`src/rtl/add_req_initiator.sv`:
```
// Initiator for a one-cycle-latency adder: takes operand pairs from a valid/ready
// stream, issues them as start pulses, checks the adder result and returns it downstream.
module add_req_initiator #(
    parameter int W       = 16,
    parameter int TIMEOUT = 8,
    parameter int CNT_W   = 16
) (
    input  logic             clk,
    input  logic             rst_n,
    input  logic             in_valid,
    output logic             in_ready,
    input  logic [W-1:0]     in_a,
    input  logic [W-1:0]     in_b,
    output logic             start,
    output logic [W-1:0]     a,
    output logic [W-1:0]     b,
    input  logic             valid,
    input  logic [W-1:0]     y,
    output logic             out_valid,
    input  logic             out_ready,
    output logic [W-1:0]     out_sum,
    output logic             out_mismatch,
    output logic             out_err,
    output logic             proto_err,
    output logic [CNT_W-1:0] issued_cnt,
    output logic [CNT_W-1:0] err_cnt
);

    localparam int WC_W = (TIMEOUT > 1) ? $clog2(TIMEOUT) : 1;
    localparam logic [WC_W-1:0] WAIT_LAST = WC_W'(TIMEOUT - 1);

    typedef enum logic [1:0] {
        IDLE  = 2'd0,
        ISSUE = 2'd1,
        WAIT  = 2'd2,
        RESP  = 2'd3
    } state_t;

    state_t            state_r;
    state_t            state_nxt_s;
    logic [W-1:0]      a_r;
    logic [W-1:0]      b_r;
    logic [W-1:0]      exp_r;
    logic [WC_W-1:0]   wait_cnt_r;
    logic [W-1:0]      out_sum_r;
    logic              out_mismatch_r;
    logic              out_err_r;
    logic              proto_err_r;
    logic [CNT_W-1:0]  issued_cnt_r;
    logic [CNT_W-1:0]  err_cnt_r;
    logic              in_ready_s;
    logic              start_s;
    logic              out_valid_s;
    logic              handshake_s;
    logic              wait_last_s;

    function automatic logic [CNT_W-1:0] sat_inc(input logic [CNT_W-1:0] v);
        if (v == {CNT_W{1'b1}}) begin
            sat_inc = v;
        end else begin
            sat_inc = v + {{(CNT_W-1){1'b0}}, 1'b1};
        end
    endfunction

    assign handshake_s = in_valid & in_ready_s;
    assign wait_last_s = (wait_cnt_r == WAIT_LAST);

    // State register; async reset aborts any in-flight operation.
    always_ff @(posedge clk or negedge rst_n) begin
        if (!rst_n) begin
            state_r <= IDLE;
        end else begin
            state_r <= state_nxt_s;
        end
    end

    // Next-state logic; a valid arriving on the final WAIT cycle still wins over timeout.
    always_comb begin
        state_nxt_s = state_r;
        case (state_r)
            IDLE: begin
                if (handshake_s) begin
                    state_nxt_s = ISSUE;
                end else begin
                    state_nxt_s = IDLE;
                end
            end
            ISSUE: state_nxt_s = WAIT;
            WAIT: begin
                if (valid || wait_last_s) begin
                    state_nxt_s = RESP;
                end else begin
                    state_nxt_s = WAIT;
                end
            end
            RESP: begin
                if (out_ready) begin
                    state_nxt_s = IDLE;
                end else begin
                    state_nxt_s = RESP;
                end
            end
            default: state_nxt_s = IDLE;
        endcase
    end

    // Output decode; in_ready is gated by rst_n so it is low throughout reset.
    always_comb begin
        in_ready_s  = 1'b0;
        start_s     = 1'b0;
        out_valid_s = 1'b0;
        case (state_r)
            IDLE:    in_ready_s  = rst_n;
            ISSUE:   start_s     = 1'b1;
            WAIT:    out_valid_s = 1'b0;
            RESP:    out_valid_s = 1'b1;
            default: in_ready_s  = 1'b0;
        endcase
    end

    // Operand capture and expected-sum precomputation on accept.
    always_ff @(posedge clk or negedge rst_n) begin
        if (!rst_n) begin
            a_r   <= {W{1'b0}};
            b_r   <= {W{1'b0}};
            exp_r <= {W{1'b0}};
        end else if (handshake_s) begin
            a_r   <= in_a;
            b_r   <= in_b;
            exp_r <= in_a + in_b;
        end
    end

    // Wait counter: cleared on issue, advanced each WAIT cycle without a response.
    always_ff @(posedge clk or negedge rst_n) begin
        if (!rst_n) begin
            wait_cnt_r <= {WC_W{1'b0}};
        end else if (state_r == ISSUE) begin
            wait_cnt_r <= {WC_W{1'b0}};
        end else if ((state_r == WAIT) && !valid && !wait_last_s) begin
            wait_cnt_r <= wait_cnt_r + WC_W'(1'b1);
        end
    end

    // Response capture; values stay frozen through RESP until the next WAIT.
    always_ff @(posedge clk or negedge rst_n) begin
        if (!rst_n) begin
            out_sum_r      <= {W{1'b0}};
            out_mismatch_r <= 1'b0;
            out_err_r      <= 1'b0;
        end else if ((state_r == WAIT) && valid) begin
            out_sum_r      <= y;
            out_mismatch_r <= (y != exp_r);
            out_err_r      <= 1'b0;
        end else if ((state_r == WAIT) && wait_last_s) begin
            out_sum_r      <= {W{1'b0}};
            out_mismatch_r <= 1'b0;
            out_err_r      <= 1'b1;
        end
    end

    // Status: sticky protocol error and saturating issue/error counters.
    always_ff @(posedge clk or negedge rst_n) begin
        if (!rst_n) begin
            proto_err_r  <= 1'b0;
            issued_cnt_r <= {CNT_W{1'b0}};
            err_cnt_r    <= {CNT_W{1'b0}};
        end else begin
            if (valid && (state_r != WAIT)) begin
                proto_err_r <= 1'b1;
            end
            if (state_r == ISSUE) begin
                issued_cnt_r <= sat_inc(issued_cnt_r);
            end
            if ((state_r == WAIT) &&
                ((valid && (y != exp_r)) || (!valid && wait_last_s))) begin
                err_cnt_r <= sat_inc(err_cnt_r);
            end
        end
    end

    assign in_ready     = in_ready_s;
    assign start        = start_s;
    assign a            = a_r;
    assign b            = b_r;
    assign out_valid    = out_valid_s;
    assign out_sum      = out_sum_r;
    assign out_mismatch = out_mismatch_r;
    assign out_err      = out_err_r;
    assign proto_err    = proto_err_r;
    assign issued_cnt   = issued_cnt_r;
    assign err_cnt      = err_cnt_r;

endmodule

```
`config.mk`:
```
export PLATFORM = sky130hd
export DESIGN_NAME = add_req_initiator
export DESIGN_NICKNAME = d
export VERILOG_FILES = /design/src/rtl/add_req_initiator.sv
export SDC_FILE = /design/constraint.sdc
export NUM_CORES = 1
export LEC_CHECK = 0
export ABC_AREA = 1
export CORE_MARGIN = 3
export CORE_UTILIZATION = 35
export DETAILED_ROUTE_END_ITERATION = 8
export GPL_TIMING_DRIVEN = 0
export PLACE_DENSITY = 0.58
export REMOVE_ABC_BUFFERS = 1
export SKIP_CTS_REPAIR_TIMING = 1
export SYNTH_ARGS = -nofsm -noshare
export SYNTH_HDL_FRONTEND = slang
export SYNTH_SLANG_ARGS = --single-unit
```
`constraint.sdc`:
```
create_clock -name clk -period 2.11 [get_ports clk]
set_clock_uncertainty 0.1 [all_clocks]
set_input_delay 0.5275 -clock clk [delete_from_list [all_inputs] [get_ports clk]]
set_output_delay 0.5275 -clock clk [all_outputs]
set_load 0.05 [all_outputs]
```
# After elaboration in Yosys (flattened, before gate mapping)
# Cells that the tools add are included.
# word_totals
latch_bits	0
ramBits	0
reg_bits	104
mem_bits_ro	0
wordCells	58
output_inout_bits	86
inputBits	53
mem_count	0
# classes
n_eq_ne	8
bitwise_logic	3
n_mul	0
mux	15
shifts	0
add_sub_neg	4
div	0
order_cmp	0
n_reduce_logical	17
# ops
operator	n
$add A16 B1 Y16 const B	2
$eq A16 B16 Y1 const B	2
$mux W16	2
$add A16 B16 Y16	1
$ne A16 B16 Y1	1
$mux W1	9
$logic_and A1 B1 Y1	8
$pmux W2 S4	1
$mux W3	2
$eq A2 B2 Y1 const B	2
$reduce_and A2 Y1	2
$reduce_bool A2 Y1	2
$add A3 B1 Y3 const B	1
$eq A3 B3 Y1 const B	1
$eq A2 B1 Y1 const B	1
$logic_not A1 Y1	2
$logic_not A2 Y1	1
$logic_or A1 B1 Y1	2
$mux W2	1
$ne A2 B2 Y1 const B	1
$not A1 Y1	2
$and A1 B1 Y1	1

# Depth between registers and ports, before layout
# logic_depth
depth_word	5
mapped_depth	11
depth_no_buf	11

# Least setup slack after synthesis
# OpenSTA, ideal clock, no wires.
# synth_path
path_type	input-to-reg
start	input rst_n
end	register exp_r[8]
slack_ns	-0.762
cell_stages	6
n_path_buf	1
arrival_ns	2.690
setup_ns	0.082
required_ns	1.928
cell_sequence	nor3b_1 > nand2_1 > clkinv_1 > buf_2 > nand2_1 > o22ai_1
# synth_via
elab_chain_len	2
# synth_lines
item	line	rtl
start: declaration	9	input logic rst_n,
$mux W1	112	case (state_r)
$and A1 B1 Y1	65	assign handshake_s = in_valid & in_ready_s;
end signal: assignment	126	exp_r <= {W{1'b0}};
end signal: assignment	130	exp_r <= in_a + in_b;
end: declaration	43	logic [W-1:0] exp_r;
# Every way passes these cells.
# A chain may end at the register's enable or synchronous reset.

# Final worst setup path
# layout_path
start	input rst_n
end	output in_ready
# layout_via
elab_chain_len	1
# layout_lines
item	line	rtl
$mux W1	112	
end: declaration	11	output logic in_ready,
# Every way passes these cells.

==> results.yml <==
final_layout:
  n_antenna_cell: 0
  fin_cells: 1110
  nets: 968
  drive_gt1_share_pct: 6.90
  fillers: 1508
  fin_util_pct: 52.1
  syn_to_final_growth_pct: 42.5
synth:
  synth_top_area_share_pct: 46.0
  synth_cells: 751
  synth.most_common_cell: "nand2_1"
  synth_area_leaders: "dfrtp_1 (46%), nand2_1 (21%), inv_1 (4.9%)"
  synth_top_cell_by_area: "dfrtp_1"
  synth.avg_cell_area_sq_um: 7.53
  yosysSeqAreaShare_pct: 46.0
  yosysWarnings: 0
  synth_area_sq_mm: 0.00566
  async_flop_share_pct: 100
  yosys-top-cells-count: "nand2_1 (310), dfrtp_1 (104), inv_1 (74), nor2_1 (60), o21ai_0 (33)"
  ys_types: 33
  synth-edff-count: 0
  ys_ff_latch: 104
  synthFlopType: "dfrtp_1"
critical_path:
  rr_startpoint: "err_cnt[0]"
  arrival_ns: 1.52
  cpMostUsedCell: "buf_16"
  crit_path_end_kind: "output port"
  cpPeakStageDelay_ns: 0.25
  critPathLaunchType: "input port"
  path_cells: "buf_16 > buf_16 > nor3b_2 > buf_4"
  startpoint: "rst_n"
  critical_path.max_fanout: 55
  slowest_stage: "buf_16"
  worstPathRequired_ns: 1.48
  cp_top_family: "buffers and inverters"
  crit_type: "input port to output port"
  cp_num_buf_inv: 3
sta:
  slew_viol_final: 0
  fin_ws_ns: -0.0329
  slew_headroom_pct: 62.1
  fin_crit_ns: 2.14
  rsz0062_at_grt: "true"
  period_share_pct: 102
  fmax_mhz: 467
  worst_pin_slew_ns: 0.567
  setup_viol: 1
  hold_viol: 53
  holdWs_ns: -0.0560
global_routing:
  grt_pass1_vias: 4789
  grt_max_degree: 55
  grt.total_usage_pct: 16.2
  antenna_found_initial: 0
  grt_overflow: 0
  grt_pass1_wl_microns: 23500
floorplan:
  die_y_microns: 133
  coreArea_sq_mm: 0.0155
  initial_utilization_pct: 36.5
  dieWidth_microns: 133
  io_pins: 139
  dieArea_sq_mm: 0.0177
  rows: 45
route:
  avgRoutedWirePerCell_microns: 13.2
  drt_first_iter_violations: 239
  drc_errors: 0
  drt_pass1_iterations: 4
  avgViaCountPerCell: 4.55
  ant_nets: 0
  wl_microns: 14700
  num_vias: 5056
clock_network:
  worstSkewPairLatency_ns: 0.34
  root_buffer: "clkbuf_16"
  cts_htree_levels: 3
  cts_tree: "built"
  cts.sinks: 104
  clockBufferDepth: 2
  path_clk_slew_ns: 0.07
  numCtsBuffers: 9
job:
  maxCapViolations: 0
place:
  dp_hpwl_microns: 10300
  preCtsSetupSlack_ns: -1.29
  numPortBuffers: 138
  place_congestion: 0.806
  dpl.cell_count: 1084
pwr:
  vdd_drop_max_mv: 0.633
  leakage_nw: 5.01
  p_per_area_mw_per_mm2: 1220
worst_hold_path:
  min_path_type: "input port to async pin"
outcome:
  violations: "negative hold slack, negative setup slack"
  status: "finished, violations left"
==> layer usage <==
layer | global-route usage (%) | part of all wire [%] | up-vias
li1 | - | - | 2675
met1 | 21.4 | 46 | 2270
met2 | 26.5 | 48 | 95
met3 | 3.59 | 4.2 | 16
met4 | 5.09 | 1.6 | 0
met5 | 0 | 0 | -
==> power breakdown <==
group | switching (mW) | internal, mW
combinational | 3.34 | 1.61
clock | 0.723 | 0.941
sequential | 0.484 | 2.71
total | 4.54 | 5.26
==> cell families after synthesis <==
logic type | synth area share, %
xor gates and xnor gates | 4.34
buffers and inverters | 6.62
DFF | 46.0
adders and majority gates | 4.56
and+or+nand+nor | 32.8
AOI/OAI and AO/OA | 5.69
==> cell usage in the layout, fill, tap and decap left out, types with 13 or more instances in the layout <==
master / count
ha_1: 13
xor2_1: 18
nor2_1: 56
o21ai_0: 33
nand4_1: 23
nand3_1: 27
nand2_1: 306
inv_1: 73
dfrtp_1: 104
clkdlybuf4s50_1: 45
dlymetal6s2s_1: 90
==> sequential cells by signal, indices dropped and copies added, names as in the netlist, 2 cells and up <==
name	flops
a	16
b	16
err_cnt	16
exp_r	16
issued_cnt	16
out_sum	16
wait_cnt_r	3
state_r	2
==> per-stage QoR <==
stage / hold WS, ns / area [sq um] / TNS (ns) / total power, mW
after detailed placement: 0.361 / 7260 / -72.66 / 8.16
after global routing: -0.0561 / 8060 / -0.129 / 10.4
after CTS: 0.165 / 7550 / -55.86 / 9.89
final: -0.0560 / 8060 / -0.0329 / 9.81
after global placement: 0.361 / 7220 / -738.15 / 8.11
after floorplan: 0.132 / 5570 / -92.64 / 6.42
==> final timing paths <==
path	end	slack (ns)	depth (start not counted)
setup / recovery	in_ready	-0.03	4
hold / removal	issued_cnt[3]	-0.06	1
setup reg to reg	err_cnt[9]	0.13	9
hold reg to reg	a[0]	0.38	2
max in group asynchronous	a[13]	1.47	2
min in group clk	a[0]	0.37	3
==> area by class of cell <==
class                           count  area (sq um)  area share, %
Timing Repair Buffer              150          1770           22.0
Clock inverter                      4          45.0          0.559
Clock buffer                       11           243           3.01
Tap cell                          211           264           3.27
Sequential cell                   104          2600           32.3
Multi-Input combinational cell    553          2840           35.2
Inverter                           77           300           3.72
(Power assumes the default switching activity.)
